File: src/rtl/register_file_responder_pkg.sv
// Shared register-file types: register word, immediate merge modes and the merge rule.
// Pure declarations; no state, no latency.
package register_file_responder_pkg;

  localparam int NUM_REGS    = 16;
  localparam int REG_INDEX_W = 4;

  typedef logic [31:0] t_reg;

  typedef enum logic [1:0] {
    IT_UNSIGNED = 2'd0,
    IT_SIGNED   = 2'd1,
    IT_TOP      = 2'd2,
    IT_BOTTOM   = 2'd3
  } t_immediate_type;

  // TOP/BOTTOM keep the other half of the current register value.
  function automatic t_reg merge_immediate(input t_immediate_type it,
                                           input logic [15:0]     imm,
                                           input t_reg            old);
    merge_immediate = {16'h0, imm};
    case (it)
      IT_UNSIGNED: merge_immediate = {16'h0, imm};
      IT_SIGNED:   merge_immediate = {{16{imm[15]}}, imm};
      IT_TOP:      merge_immediate = {imm, old[15:0]};
      IT_BOTTOM:   merge_immediate = {old[31:16], imm};
    endcase
  endfunction

endpackage

File: src/rtl/register_file_responder_reg_pending_counter.sv
// Saturating up/down pending-write counter with sticky overflow; updates one cycle after inc/dec.
// No backpressure: inc at max holds and flags overflow, dec at zero holds.
module reg_pending_counter #(
  parameter int PEND_W = 2
) (
  input  logic              clock,
  input  logic              reset,
  input  logic              i_inc,
  input  logic              i_dec,
  output logic [PEND_W-1:0] o_count,
  output logic              o_overflow
);

  logic [PEND_W-1:0] r_count;
  logic              r_overflow;

  always_ff @(posedge clock) begin
    if (!reset) begin
      r_count    <= '0;
      r_overflow <= 1'b0;
    end else if (i_inc && !i_dec) begin
      if (r_count == {PEND_W{1'b1}})
        r_overflow <= 1'b1;
      else
        r_count <= r_count + PEND_W'(1);
    end else if (i_dec && !i_inc && (r_count != '0)) begin
      r_count <= r_count - PEND_W'(1);
    end
  end

  assign o_count    = r_count;
  assign o_overflow = r_overflow;

endmodule

File: src/rtl/register_file_responder.sv
// 16x32 register file with two combinational read ports and a pending-write scoreboard; writes visible next cycle.
// stall never blocks writes/issue; build with REGFILE_BYPASS_EN to forward same-cycle retires to the read ports.
module register_file_responder
  import register_file_responder_pkg::*;
#(
  parameter int PEND_W = 2
) (
  input  logic                   clock,
  input  logic                   reset,
  input  logic                   write,
  input  logic [REG_INDEX_W-1:0] write_index,
  input  t_reg                   write_data,
  input  logic                   alu_cycle,
  input  t_reg                   alu_result,
  input  logic                   write_immediate,
  input  logic [15:0]            write_immediate_data,
  input  t_immediate_type        write_immediate_type,
  input  logic                   issue,
  input  logic [REG_INDEX_W-1:0] issue_index,
  input  logic [REG_INDEX_W-1:0] read_index_a,
  input  logic [REG_INDEX_W-1:0] read_index_b,
  output t_reg                   read_data_a,
  output t_reg                   read_data_b,
  output logic                   stall,
  output logic                   pending_overflow
);

  t_reg              r_regs [NUM_REGS];
  logic [PEND_W-1:0] w_count [NUM_REGS];
  logic [NUM_REGS-1:0] w_overflow;

  logic w_retire;
  t_reg w_wval;
  logic w_busy_a;
  logic w_busy_b;

  assign w_retire = write | write_immediate;

  // A plain write beats an immediate presented in the same cycle.
  always_comb begin
    w_wval = '0;
    if (write)
      w_wval = alu_cycle ? alu_result : write_data;
    else
      w_wval = merge_immediate(write_immediate_type, write_immediate_data,
                               r_regs[write_index]);
  end

  always_ff @(posedge clock) begin
    if (!reset) begin
      for (int i = 0; i < NUM_REGS; i++) r_regs[i] <= '0;
    end else if (w_retire) begin
      r_regs[write_index] <= w_wval;
    end
  end

  for (genvar g = 0; g < NUM_REGS; g++) begin : g_pend
    reg_pending_counter #(.PEND_W(PEND_W)) u_cnt (
      .clock      (clock),
      .reset      (reset),
      .i_inc      (issue && (issue_index == REG_INDEX_W'(g))),
      .i_dec      (w_retire && (write_index == REG_INDEX_W'(g))),
      .o_count    (w_count[g]),
      .o_overflow (w_overflow[g])
    );
  end

  assign pending_overflow = |w_overflow;

`ifdef REGFILE_BYPASS_EN
  logic w_hit_a;
  logic w_hit_b;

  // The last outstanding write retiring now no longer needs to hold stage 1.
  always_comb begin
    w_hit_a     = w_retire && (write_index == read_index_a);
    w_hit_b     = w_retire && (write_index == read_index_b);
    read_data_a = w_hit_a ? w_wval : r_regs[read_index_a];
    read_data_b = w_hit_b ? w_wval : r_regs[read_index_b];
    w_busy_a    = (w_count[read_index_a] != '0) &&
                  !(w_hit_a && (w_count[read_index_a] == PEND_W'(1)));
    w_busy_b    = (w_count[read_index_b] != '0) &&
                  !(w_hit_b && (w_count[read_index_b] == PEND_W'(1)));
  end
`else
  always_comb begin
    read_data_a = r_regs[read_index_a];
    read_data_b = r_regs[read_index_b];
    w_busy_a    = (w_count[read_index_a] != '0);
    w_busy_b    = (w_count[read_index_b] != '0);
  end
`endif

  assign stall = w_busy_a | w_busy_b;

endmodule
File: config.mk
export PLATFORM = sky130hd
export DESIGN_NAME = register_file_responder
export DESIGN_NICKNAME = d
export VERILOG_FILES = /design/src/rtl/register_file_responder_pkg.sv /design/src/rtl/register_file_responder_reg_pending_counter.sv /design/src/rtl/register_file_responder.sv
export SDC_FILE = /design/constraint.sdc
export NUM_CORES = 1
export LEC_CHECK = 0
export CAP_MARGIN = 15
export CORE_MARGIN = 2
export CORE_UTILIZATION = 65
export CTS_CLUSTER_SIZE = 30
export DETAILED_ROUTE_END_ITERATION = 7
export MAX_ROUTING_LAYER = met4
export PLACE_DENSITY = 0.86
export SYNTH_ARGS = -nofsm -noshare
export SYNTH_HDL_FRONTEND = slang
export SYNTH_HIERARCHICAL = 1
export SYNTH_SLANG_ARGS = --single-unit
File: constraint.sdc
create_clock -name clock -period 6.4 [get_ports clock]
set_input_delay 1.28 -clock clock [delete_from_list [all_inputs] [get_ports clock]]
set_output_delay 1.28 -clock clock [all_outputs]
set_load 0.005 [all_outputs]
### Yosys cells after proc, flatten, opt, wreduce, memory -nomap -nowiden

Memories as Yosys holds them, arrays and structs flattened.
Index checks and enable logic that the tools add are counted.

| operators by class | value |
|---|---|
| $lt $le $gt $ge | 2 |
| bitwise operators | 4 |
| eq/ne operators | 67 |
| $add $sub $neg | 32 |
| mux-type cells | 64 |
| reductions and logical operators | 185 |

Operator list:

| kind | count |
|---|---|
| $pmux 32 s4 | 1 |
| $mux 2 | 53 |
| $mux 32 | 3 |
| $logic_and 1x1->1 | 80 |
| $reduce_and 2->1 | 34 |
| $reduce_bool 2->1 | 34 |
| $eq 4x4->1 const B | 16 |
| $eq 2x2->1 const B | 18 |
| $ne 2x2->1 const B | 18 |
| $add 2x1->2 const B | 16 |
| $eq 4x3->1 const B | 8 |
| $logic_not 1->1 | 32 |
| $reduce_or 32->1 | 1 |
| $sub 2x1->2 const B | 16 |
| $bmux 2 s4 | 2 |
| $eq 4x2->1 const B | 4 |
| $reduce_or 16->1 | 1 |
| $ge 5x5->1 const B | 2 |
| $not 4->5 | 2 |
| $eq 4x1->1 const B | 2 |
| $logic_not 4->1 | 2 |
| $mux 1 | 4 |
| $mux 4 | 1 |
| $eq 2x1->1 const B | 1 |
| other kinds (2) | 3 |

| word-level totals | value |
|---|---|
| input bits | 104 |
| logic and storage cells | 387 |
| memories | 1 |
| memory bits (writable) | 512 |
| output and inout bits | 66 |
| register bits after elaboration | 48 |

Memories:

| memory | words | width | rd ports | clocked after memory_dff | write ports | line | RTL |
|---|---|---|---|---|---|---|---|
| r_regs | 16 | 32 | 2 | 0 | 16 | register_file_responder.sv:28 | `t_reg r_regs [NUM_REGS];` |

### Longest topological paths before layout

Gate-level depths: netlist of run 1.

| logic depth | value |
|---|---|
| depth after elaboration | 7 |
| mapped depth | 9 |
| depth with buffers taken out | 5 |

### Hierarchy

The synthesis of run 1 kept the hierarchy.

By module, submodules not included:

| module | cells an instance | instances | area an instance (um2) | seq. area each (um2) |
|---|---|---|---|---|
| register_file_responder | 1844 | 1 | 27206.1 | 15374.7 |
| reg_pending_counter | 15 | 16 | 143.9 | 60.1 |

### Worst setup path before layout of run 1

Ideal clock, no wire load.

| path | value |
|---|---|
| path kind | in2out |
| start | in read_index_b[0] |
| end | out read_data_b[27] |
| setup slack | 2344 ps |
| arrival time | 2776 ps |
| data required time | 5120 ps |
| buffers on the path | 2 |
| stages | 4 |
| path through | buf_6 > clkbuf_1 > mux4_2 > mux4_2 |

| on the way | value |
|---|---|
| word-level cells in the longest chain between the ends | 1 |

Ends and longest elaborated chain:

| what | line | RTL |
|---|---|---|
| from (decl) | register_file_responder.sv:21 | `input logic [REG_INDEX_W-1:0] read_index_b,` |
| $mem_v2 16x32 | -- |  |
| to (decl) | register_file_responder.sv:23 | `output t_reg read_data_b,` |

Every way passes these cells.

### Final worst setup path of run 1

| path | value |
|---|---|
| start | in read_index_b[0] |
| end | out read_data_b[29] |

Same word-level chain as after synthesis.

==> impl_metrics.ini, run 1 <==
[synth]
yosys_register_bits = 560
syn-mean-instance-area_um2 = 14.2
yosysWarningCount = 6
synth.lib_cells_used.distinct = 43
syn-num-nets = 2188
synthesis.instances = 2084
postSynth.topFlopCell = sky130_fd_sc_hd__edfxtp_1
async_flop_share_pct = 0
syn-cell-area_um2 = 29500
synth-edff-count = 512
register_area_share_after_synthesis_pct = 55.4

[sta]
final-hold-violation-count = 0
worst_pin_slew_ns = 1.27
skew_ns = 0.0103
max_clock_freq_mhz = 187
post_route_clock_period_utilization_pct = 83.3
finalCriticalPeriod_ns = 5.33
setup-tns-final_ns = 0
drv_slew = 0
finalSetupViolations = 0
slack_of_the_critical_path_ns = 1.07
worst_slew_margin_rel_pct = 15.4
grt_setup_unrepaired = false

[placement]
io_port_bufs = 169
placed_cells = 2754
gp_routability_congestion = 0.933
hpwl_um = 55400
detailedPlace.worstSlack_ns = 1.08

[critical_path]
max_stage_delay_ns = 0.65
cp_max_fo = 70
startpoint_type = primary input
setup.worst_path.end_class = output port
worstSetupPathType = primary input to output port
timing.critical_path.slowest_stage_cell = sky130_fd_sc_hd__clkbuf_8
critical_path_arrival_ns = 4.05
data_required_time_at_the_worst_endpoint_ns = 5.12
crit_chain = clkbuf_8, buf_4, mux4_1, mux4_2, clkdlybuf4s50_1
setup_slack_of_the_most_critical_reg_to_reg_path_ns = 5.40

[grt]
gr-usage-all-layers_pct = 42.5
pin_count_of_the_biggest_net_entering_global_routing = 96
gr-total-overflow = 0
grt_first_pass_wirelength_um = 139000
first_global_vias = 22000
antenna_found_initial = 2

[cts]
cts.htree.levels = 2
clock-sinks = 560
hold_buffers = 0
tritoncts = done
worst_setup_hold_path_clk_slew_ns = 0.06
deepest_clock_path_buffer_count = 3
cts_root_buffer = sky130_fd_sc_hd__clkbuf_16
worst_skew_pair.late_latency_ns = 0.63
cts_buffers = 56
post_cts_buffers = 0
post_cts_resized = 0

[floorplanning]
core_area_um2 = 45100
num_rows = 78
die_w_um = 217
initial_core_util_pct = 65.4
top_level_ports = 170
chipHeight_um = 217
die_area_um2 = 47100

[layout]
fillers = 2596
post_route_cells_drive_above_1_share_pct = 25.4
post_layout_nonfiller_instances = 2862
areaGrowthSynthToFinish_pct = 13.7
final_util_pct = 74.4
fin_nets = 2319

[status]
result_of_the_run = complete, no violations

[pwr]
p_leak_nw = 10.9
vdd_ir_drop_max_mv = 0.238
cellPowerDensity_nw_per_um2 = 263

[route]
remaining_drc_errors = 0
detail_route.first_pass.iterations = 6
detail_route.wirelength_um = 95400
wl_per_cell_um = 33.3
detailroute.via_count = 21800
drt_iter0_drc = 3874
postRouteAntennaNets = 0
routed_via_density = 7.60

[min_path]
holdCritPathClass = flip-flop to flip-flop

[run]
maxCapViolations = 0
stage by stage:
| stage | cell area (um2) | hold WS, ns | power [mW] |
|---|---|---|---|
| detailed placement | 31800 | 0.490 | 5.62 |
| CTS | 33500 | 0.505 | 8.73 |
| finish | 33500 | 0.510 | 8.81 |
| global route | 33500 | 0.536 | 8.95 |
| global placement | 31800 | 0.473 | 5.56 |
| floorplan | 29500 | 0.459 | 5.09 |
worst max-delay path: cells and delay by family:
| family | cells | cell delay, ns |
|---|---|---|
| buf+inv | 3 | 1.58 |
| mux | 2 | 1.09 |
cells in the mapped netlist, drive strengths merged, types with 16 or more instances:
cell type	number	area, um2
buf	87	488
a21oi	73	478
nor2	574	2150
a31oi	17	106
clkbuf	86	323
nor2b	37	272
nand2	102	383
nor4	16	100
and3b	17	149
nor3	30	150
mux2	33	372
or2b	32	240
edfxtp	512	15400
o31ai	16	200
mux4	320	7230
o21ai	35	175
dfxtp	48	961
a21boi	17	128
power breakdown:
part / internal [mW] / switching [mW]
logic: 0.629 / 0.659
clock network: 1.75 / 1.44
registers: 4.20 / 0.131
total: 6.58 / 2.23
path summary, 6_finish.rpt:
kind,startpoint,to,cells after the start
max,read_index_b[0],read_data_b[29],5
min,g_pend[12].u_cnt/o_overflow,g_pend[12].u_cnt/o_overflow,2
max reg2reg,g_pend[1].u_cnt/o_count[1],g_pend[1].u_cnt/o_count[0],3
min reg2reg,g_pend[12].u_cnt/o_overflow,g_pend[12].u_cnt/o_overflow,2
area by class of cell:
type | instances | area, um2 | area share [%]
Tap cell | 600 | 751 | 2.24
Antenna cell | 2 | 5.00 | 0.0149
Sequential cell | 560 | 16300 | 48.7
Multi-Input combinational cell | 1349 | 12400 | 36.8
Clock inverter | 26 | 180 | 0.537
Inverter | 2 | 7.51 | 0.0224
Clock buffer | 77 | 1530 | 4.57
Timing Repair Buffer | 246 | 2380 | 7.10
registers in the layout, summed over array words and instances (netlist names):
signal,cells
g_pend.u_cnt/o_count,32
g_pend.u_cnt/o_overflow,16
r_regs,512
placed cells by master (no fill, tap or decap), drive strengths merged, types with 4 or more instances in the layout:
cell             n
or2b            32
and3b           17
mux2            33
nor4b            4
nor4            16
o21ai           35
nor3            30
dfxtp           48
a31oi           17
edfxtp         512
nor2b           37
inv              4
nand2b           8
o31ai           16
clkbuf          79
clkdlybuf4s50  160
mux4           320
a21boi          17
clkinv          20
nand2          102
nor2           574
buf             84
a21oi           73
metal layers:
metal / track usage [%] / wire length, um / share of wire (%)
met2: 64.6 / 44800 / 47
met3: 12.1 / 15300 / 16
met4: 26.9 / 7550 / 7.9
met1: 50.5 / 27800 / 29
met5: - / 0 / 0
logic make-up (layout without fill, tap and decap cells):
| logic type | Yosys count | after routing | share of synthesized area, % |
|---|---|---|---|
| AO/OA/AOI/OAI | 167 | 167 | 3.93 |
| buffers and inverters | 175 | 351 | 2.77 |
| flip-flops | 560 | 560 | 55.4 |
| multiplexers | 353 | 353 | 25.7 |
| other | 0 | 2 | 0 |
| AND/OR/NAND/NOR | 829 | 829 | 12.2 |
Power figures use the tool's default switching activity.
==> run 2, diff against run 1 <==
--- a/config.mk
+++ b/config.mk
@@ -7,11 +7,11 @@
 export LEC_CHECK = 0
 export CAP_MARGIN = 15
 export CORE_MARGIN = 2
-export CORE_UTILIZATION = 65
+export CORE_UTILIZATION = 55
 export CTS_CLUSTER_SIZE = 30
 export DETAILED_ROUTE_END_ITERATION = 7
 export MAX_ROUTING_LAYER = met4
-export PLACE_DENSITY = 0.86
+export PLACE_DENSITY = 0.77
 export SYNTH_ARGS = -nofsm -noshare
 export SYNTH_HDL_FRONTEND = slang
 export SYNTH_HIERARCHICAL = 1
==> constraint.sdc (replaced) <==
create_clock -name clock -period 4.73 [get_ports clock]
set_input_delay 0.946 -clock clock [delete_from_list [all_inputs] [get_ports clock]]
set_output_delay 0.946 -clock clock [all_outputs]
set_load 0.005 [all_outputs]
==> run 2 against run 1 <==
Clock skew shrank 0.0058 ns. Worst setup slack lost 0.70 ns. Largest power group unchanged. Hold slack lost 0.0089 ns. Combinational power grew 36%. First-iteration DRC count shrank 26%. Sequential power grew 35%. Critical path depth grew 2.
==> impl_metrics.ini, run 2 (synthesis gave the netlist of run 1 again) <==
[status]
result_of_the_run = complete, no violations

[pwr]
vdd_ir_drop_max_mv = 0.286
p_seq_share_pct = 48.0
power_frac_clock_pct = 37.6
combinational_group_share_of_total_power_pct = 14.4
internal_power_mw = 9.17
p_leak_nw = 11.2
sw_frac_of_total_pct = 24.6
finalPower_mw = 12.2
cellPowerDensity_nw_per_um2 = 356
p_sw_mw = 2.98

[sta]
setup-tns-final_ns = 0
finalSetupViolations = 0
timing.hold.ws_ns = 0.501
finalCriticalPeriod_ns = 4.36
slack_of_the_critical_path_ns = 0.370
post_route_clock_period_utilization_pct = 92.2
grt_setup_unrepaired = false
skew_ns = 0.00449
worst_slew_margin_rel_pct = 28.9
final-hold-violation-count = 0
max_clock_freq_mhz = 229
worst_pin_slew_ns = 1.06
drv_slew = 0

[grt]
gr-total-overflow = 0
first_global_vias = 21000
grt_first_pass_wirelength_um = 133000
gr-usage-all-layers_pct = 33.7
antenna_found_initial = 5
pin_count_of_the_biggest_net_entering_global_routing = 68

[layout]
largest_reg_flops = 512
post_layout_nonfiller_instances = 2986
top_register = r_regs
post_route_cells_drive_above_1_share_pct = 26.9
fin_nets = 2348
areaGrowthSynthToFinish_pct = 15.5
layout.cells.most_common = sky130_fd_sc_hd__nor2_1
mostFrequentLayoutCells = sky130_fd_sc_hd__nor2_1 (574), sky130_fd_sc_hd__edfxtp_1 (512), sky130_fd_sc_hd__mux4_2 (315)

[placement]
io_port_bufs = 169
gp_routability_congestion = 0.902
hpwl_um = 56800
placed_cells = 2873
detailedPlace.worstSlack_ns = 0.395

[floorplanning]
top_level_ports = 170
die_area_um2 = 55500
chipHeight_um = 236
initial_core_util_pct = 55.9
core_area_um2 = 52800
die_w_um = 236
num_rows = 84

[critical_path]
cp_max_fo = 58
data_required_time_at_the_worst_endpoint_ns = 3.78
setup.worst_path.end_class = output port
startpoint_type = primary input
worstSetupPathType = primary input to output port
critical_path_arrival_ns = 3.41

[cts]
cts_buffers = 57
hold_buffers = 0
tritoncts = done
cts_root_buffer = sky130_fd_sc_hd__clkbuf_16
deepest_clock_path_buffer_count = 3
worst_setup_hold_path_clk_slew_ns = 0.06
cts.htree.levels = 2
worst_skew_pair.late_latency_ns = 0.62
post_cts_buffers = 0
clock-sinks = 560
post_cts_resized = 0

[route]
detail_route.wirelength_um = 90200
drt_iter0_drc = 2853
wl_per_cell_um = 30.2
routed_via_density = 6.94
detailroute.via_count = 20700
postRouteAntennaNets = 0
remaining_drc_errors = 0
detail_route.first_pass.iterations = 5

[run]
maxCapViolations = 0

[min_path]
holdCritPathClass = flip-flop to flip-flop
[run 2: changes by cell type in the layout (fill, tap and decap cells not counted), moves of 3 or more]
cell | previous run | this run
sky130_fd_sc_hd__buf_12 | 7 | 14
sky130_fd_sc_hd__clkbuf_16 | 57 | 60
sky130_fd_sc_hd__clkbuf_1 | 17 | 14
sky130_fd_sc_hd__buf_4 | 68 | 91
sky130_fd_sc_hd__clkinv_1 | 10 | 4
sky130_fd_sc_hd__diode_2 | 2 | 6
[run 2: critical path, stage by stage]
cell and delay, ns:
sky130_fd_sc_hd__buf_6 0.46, sky130_fd_sc_hd__nor3_1 0.14, sky130_fd_sc_hd__a21oi_1 0.29, sky130_fd_sc_hd__o32ai_1 0.14, sky130_fd_sc_hd__or4_1 0.55, sky130_fd_sc_hd__o211ai_1 0.29
sky130_fd_sc_hd__clkdlybuf4s50_1 0.57
[run 2: path summary, 6_finish.rpt]
path,slack (ns),depth (start not counted),end,start
max reg2reg,3.74,3,g_pend[8].u_cnt/o_count[0],g_pend[8].u_cnt/o_count[1]
max,0.37,7,stall,read_index_b[1]
min,0.50,2,g_pend[13].u_cnt/o_overflow,g_pend[13].u_cnt/o_overflow
min reg2reg,0.50,2,g_pend[13].u_cnt/o_overflow,g_pend[13].u_cnt/o_overflow
[run 2: stage by stage]
step | utilization (%) | instance area, um2
2_1_floorplan | - | 29500
6_report | 64.6 | 34100
4_1_cts | 64.6 | 34100
3_5_place_dp | 61.0 | 32200
3_3_place_gp | 61.0 | 32200
5_1_grt | 64.6 | 34100
[run 2: power groups by stage]
stage	Combinational, mW	Clock, mW	Sequential (mW)
global placement	1.69	0	5.89
global route	1.82	4.78	5.85
detailed placement	1.72	0	5.92
finish	1.75	4.57	5.83
CTS	1.73	4.57	5.82
floorplan	1.04	0	5.85
[run 2: area by class of cell]
type | instances | area [um2]
flip-flops and latches | 560 | 16300
diodes | 6 | 15.0
clock inverters | 28 | 264
well taps | 688 | 861
fillers | 3686 | 18700
repair buffers | 274 | 2640
multi-input cells | 1349 | 12400
clock buffers | 79 | 1620
inverters | 2 | 7.51
[run 2: layer usage]
layer | part of all wire (%) | routed length (um) | GRT usage (%)
met1 | 33 | 29700 | 41.3
met2 | 48 | 43000 | 52.8
met5 | 0 | 0 | -
met3 | 14 | 12600 | 9.72
met4 | 5.3 | 4820 | 14.5
==> run 3, diff against run 2 <==
--- a/config.mk
+++ b/config.mk
@@ -8,10 +8,11 @@
 export CAP_MARGIN = 15
 export CORE_MARGIN = 2
 export CORE_UTILIZATION = 55
+export CTS_CLUSTER_DIAMETER = 30
 export CTS_CLUSTER_SIZE = 30
 export DETAILED_ROUTE_END_ITERATION = 7
 export MAX_ROUTING_LAYER = met4
-export PLACE_DENSITY = 0.77
+export PLACE_DENSITY = 0.75
 export SYNTH_ARGS = -nofsm -noshare
 export SYNTH_HDL_FRONTEND = slang
 export SYNTH_HIERARCHICAL = 1
==> run 3 against run 2 <==
Maximum frequency up 0.27%. Routed wire length up 3.7%. Hold slack got worse by 0.0066 ns. Clock skew grew 0.0089 ns. Critical path depth shrank 2. Register-to-register slack is essentially flat. Final cell count increased by 3.0%. Largest cell class unchanged. Worst setup slack improved by 0.012 ns. Sequential share of layout area fell by 2.4 points. Cell area up 5.4%.
==> impl_metrics.ini, run 3 (synthesis gave the netlist of run 1 again) <==
[placement]
detailedPlace.worstSlack_ns = 0.489
gp_routability_congestion = 0.902
hpwl_um = 56200
io_port_bufs = 169
place_area_um2 = 32200

[sta]
grt_setup_unrepaired = false
slack_of_the_critical_path_ns = 0.382
setup-tns-final_ns = 0
worst_slew_margin_rel_pct = 18.8
drv_slew = 0
finalSetupViolations = 0
post_route_clock_period_utilization_pct = 91.9
skew_ns = 0.0134
worst_pin_slew_ns = 1.22
final-hold-violation-count = 0
max_clock_freq_mhz = 230
finalCriticalPeriod_ns = 4.35

[grt]
grt_first_pass_wirelength_um = 137000
gr-total-overflow = 0
gr-usage-all-layers_pct = 35.1
antenna_found_initial = 0
first_global_vias = 21600
pin_count_of_the_biggest_net_entering_global_routing = 65

[pwr]
p_leak_nw = 12.0
cellPowerDensity_nw_per_um2 = 428
vdd_ir_drop_max_mv = 0.350
combinational_group_share_of_total_power_pct = 11.4
p_seq_share_pct = 38.1
internal_power_mw = 11.6
power_frac_clock_pct = 50.5
sw_frac_of_total_pct = 24.6
p_sw_mw = 3.78

[layout]
top_register = r_regs
multi_input_area_um2 = 12400
fillers = 3406
largest_reg_flops = 512
areaGrowthSynthToFinish_pct = 21.7
mostFrequentLayoutCells = sky130_fd_sc_hd__nor2_1 (574), sky130_fd_sc_hd__edfxtp_1 (512), sky130_fd_sc_hd__mux4_2 (315)
layout.cells.most_common = sky130_fd_sc_hd__nor2_1
post_route_cells_drive_above_1_share_pct = 29.6
final_util_pct = 68.1
fin_nets = 2396
insertedDiodeCount = 0
layout.cell_area.non_filler_um2 = 35900
ff_latch_area_um2 = 16300

[run]
maxCapViolations = 0

[route]
detail_route.first_pass.iterations = 8
detailroute.via_count = 21200
routed_via_density = 6.89
detail_route.wirelength_um = 93500
wl_per_cell_um = 30.4
drt_iter0_drc = 3244
postRouteAntennaNets = 0
remaining_drc_errors = 0

[floorplanning]
initial_core_util_pct = 55.9
num_rows = 84
die_w_um = 236
core_area_um2 = 52800
top_level_ports = 170
chipHeight_um = 236
die_area_um2 = 55500

[cts]
cts.htree.levels = 3
post_cts_resized = 0
post_cts_buffers = 0
cts_root_buffer = sky130_fd_sc_hd__clkbuf_16
hold_buffers = 0
worst_setup_hold_path_clk_slew_ns = 0.05
cts_buffers = 111
clock-sinks = 560
tritoncts = done
worst_skew_pair.late_latency_ns = 0.66
deepest_clock_path_buffer_count = 3

[min_path]
hold_path.startpoint = g_pend[1].u_cnt/o_overflow
holdCritPathClass = flip-flop to flip-flop

[critical_path]
data_required_time_at_the_worst_endpoint_ns = 3.78
setup.worst_path.end_class = output port
startpoint_type = primary input
worstSetupPathType = primary input to output port
cp_max_fo = 47
setup.worst_path.start = read_index_b[1]
crit-reg2reg-launch = g_pend[1].u_cnt/o_count[1]
critical_path_arrival_ns = 3.40

[status]
result_of_the_run = complete, no violations
==> run 3: routing by layer <==
| layer | track usage [%] | share of wire (%) |
|---|---|---|
| met1 | 42.0 | 32 |
| met2 | 55.4 | 49 |
| met3 | 8.00 | 13 |
| met4 | 19.8 | 6.2 |
| met5 | - | 0 |
==> run 3: final timing paths <==
check	end	slack (ns)	cells after the start
hold reg to reg	g_pend[1].u_cnt/o_overflow	0.49	2
setup reg to reg	g_pend[1].u_cnt/o_count[0]	3.75	3
setup / recovery	read_data_b[23]	0.38	5
hold / removal	g_pend[1].u_cnt/o_overflow	0.49	2
==> run 3: worst max-delay path, cell delays in order <==
cell and delay, ns:
sky130_fd_sc_hd__buf_6 0.42, sky130_fd_sc_hd__buf_4 0.46, sky130_fd_sc_hd__mux4_2 0.45, sky130_fd_sc_hd__mux4_2 0.57, sky130_fd_sc_hd__clkdlybuf4s50_1 0.50
==> run 3: cell type report <==
class | count | area share, %
Sequential cell | 560 | 45.5
Clock buffer | 124 | 7.95
Clock inverter | 85 | 2.44
Inverter | 2 | 0.0209
Timing Repair Buffer | 268 | 7.33
Multi-Input combinational cell | 1349 | 34.4
Tap cell | 688 | 2.40
==> run 3: power groups by stage <==
stage / clock [mW] / combinational (mW) / sequential [mW]
finish: 7.76 / 1.75 / 5.85
global route: 8.02 / 1.82 / 5.87
CTS: 7.77 / 1.74 / 5.84
detailed placement: 0 / 1.72 / 5.92
global placement: 0 / 1.69 / 5.89
floorplan: 0 / 1.04 / 5.85
==> run 3: metrics by stage <==
step	power (mW)	cells	hold WS, ns
after floorplan	6.89	2084	0.459
after global placement	7.57	2866	0.475
after detailed placement	7.63	2866	0.483
after CTS	15.4	3075	0.499
after global routing	15.7	3076	0.508
final	15.4	3076	0.494
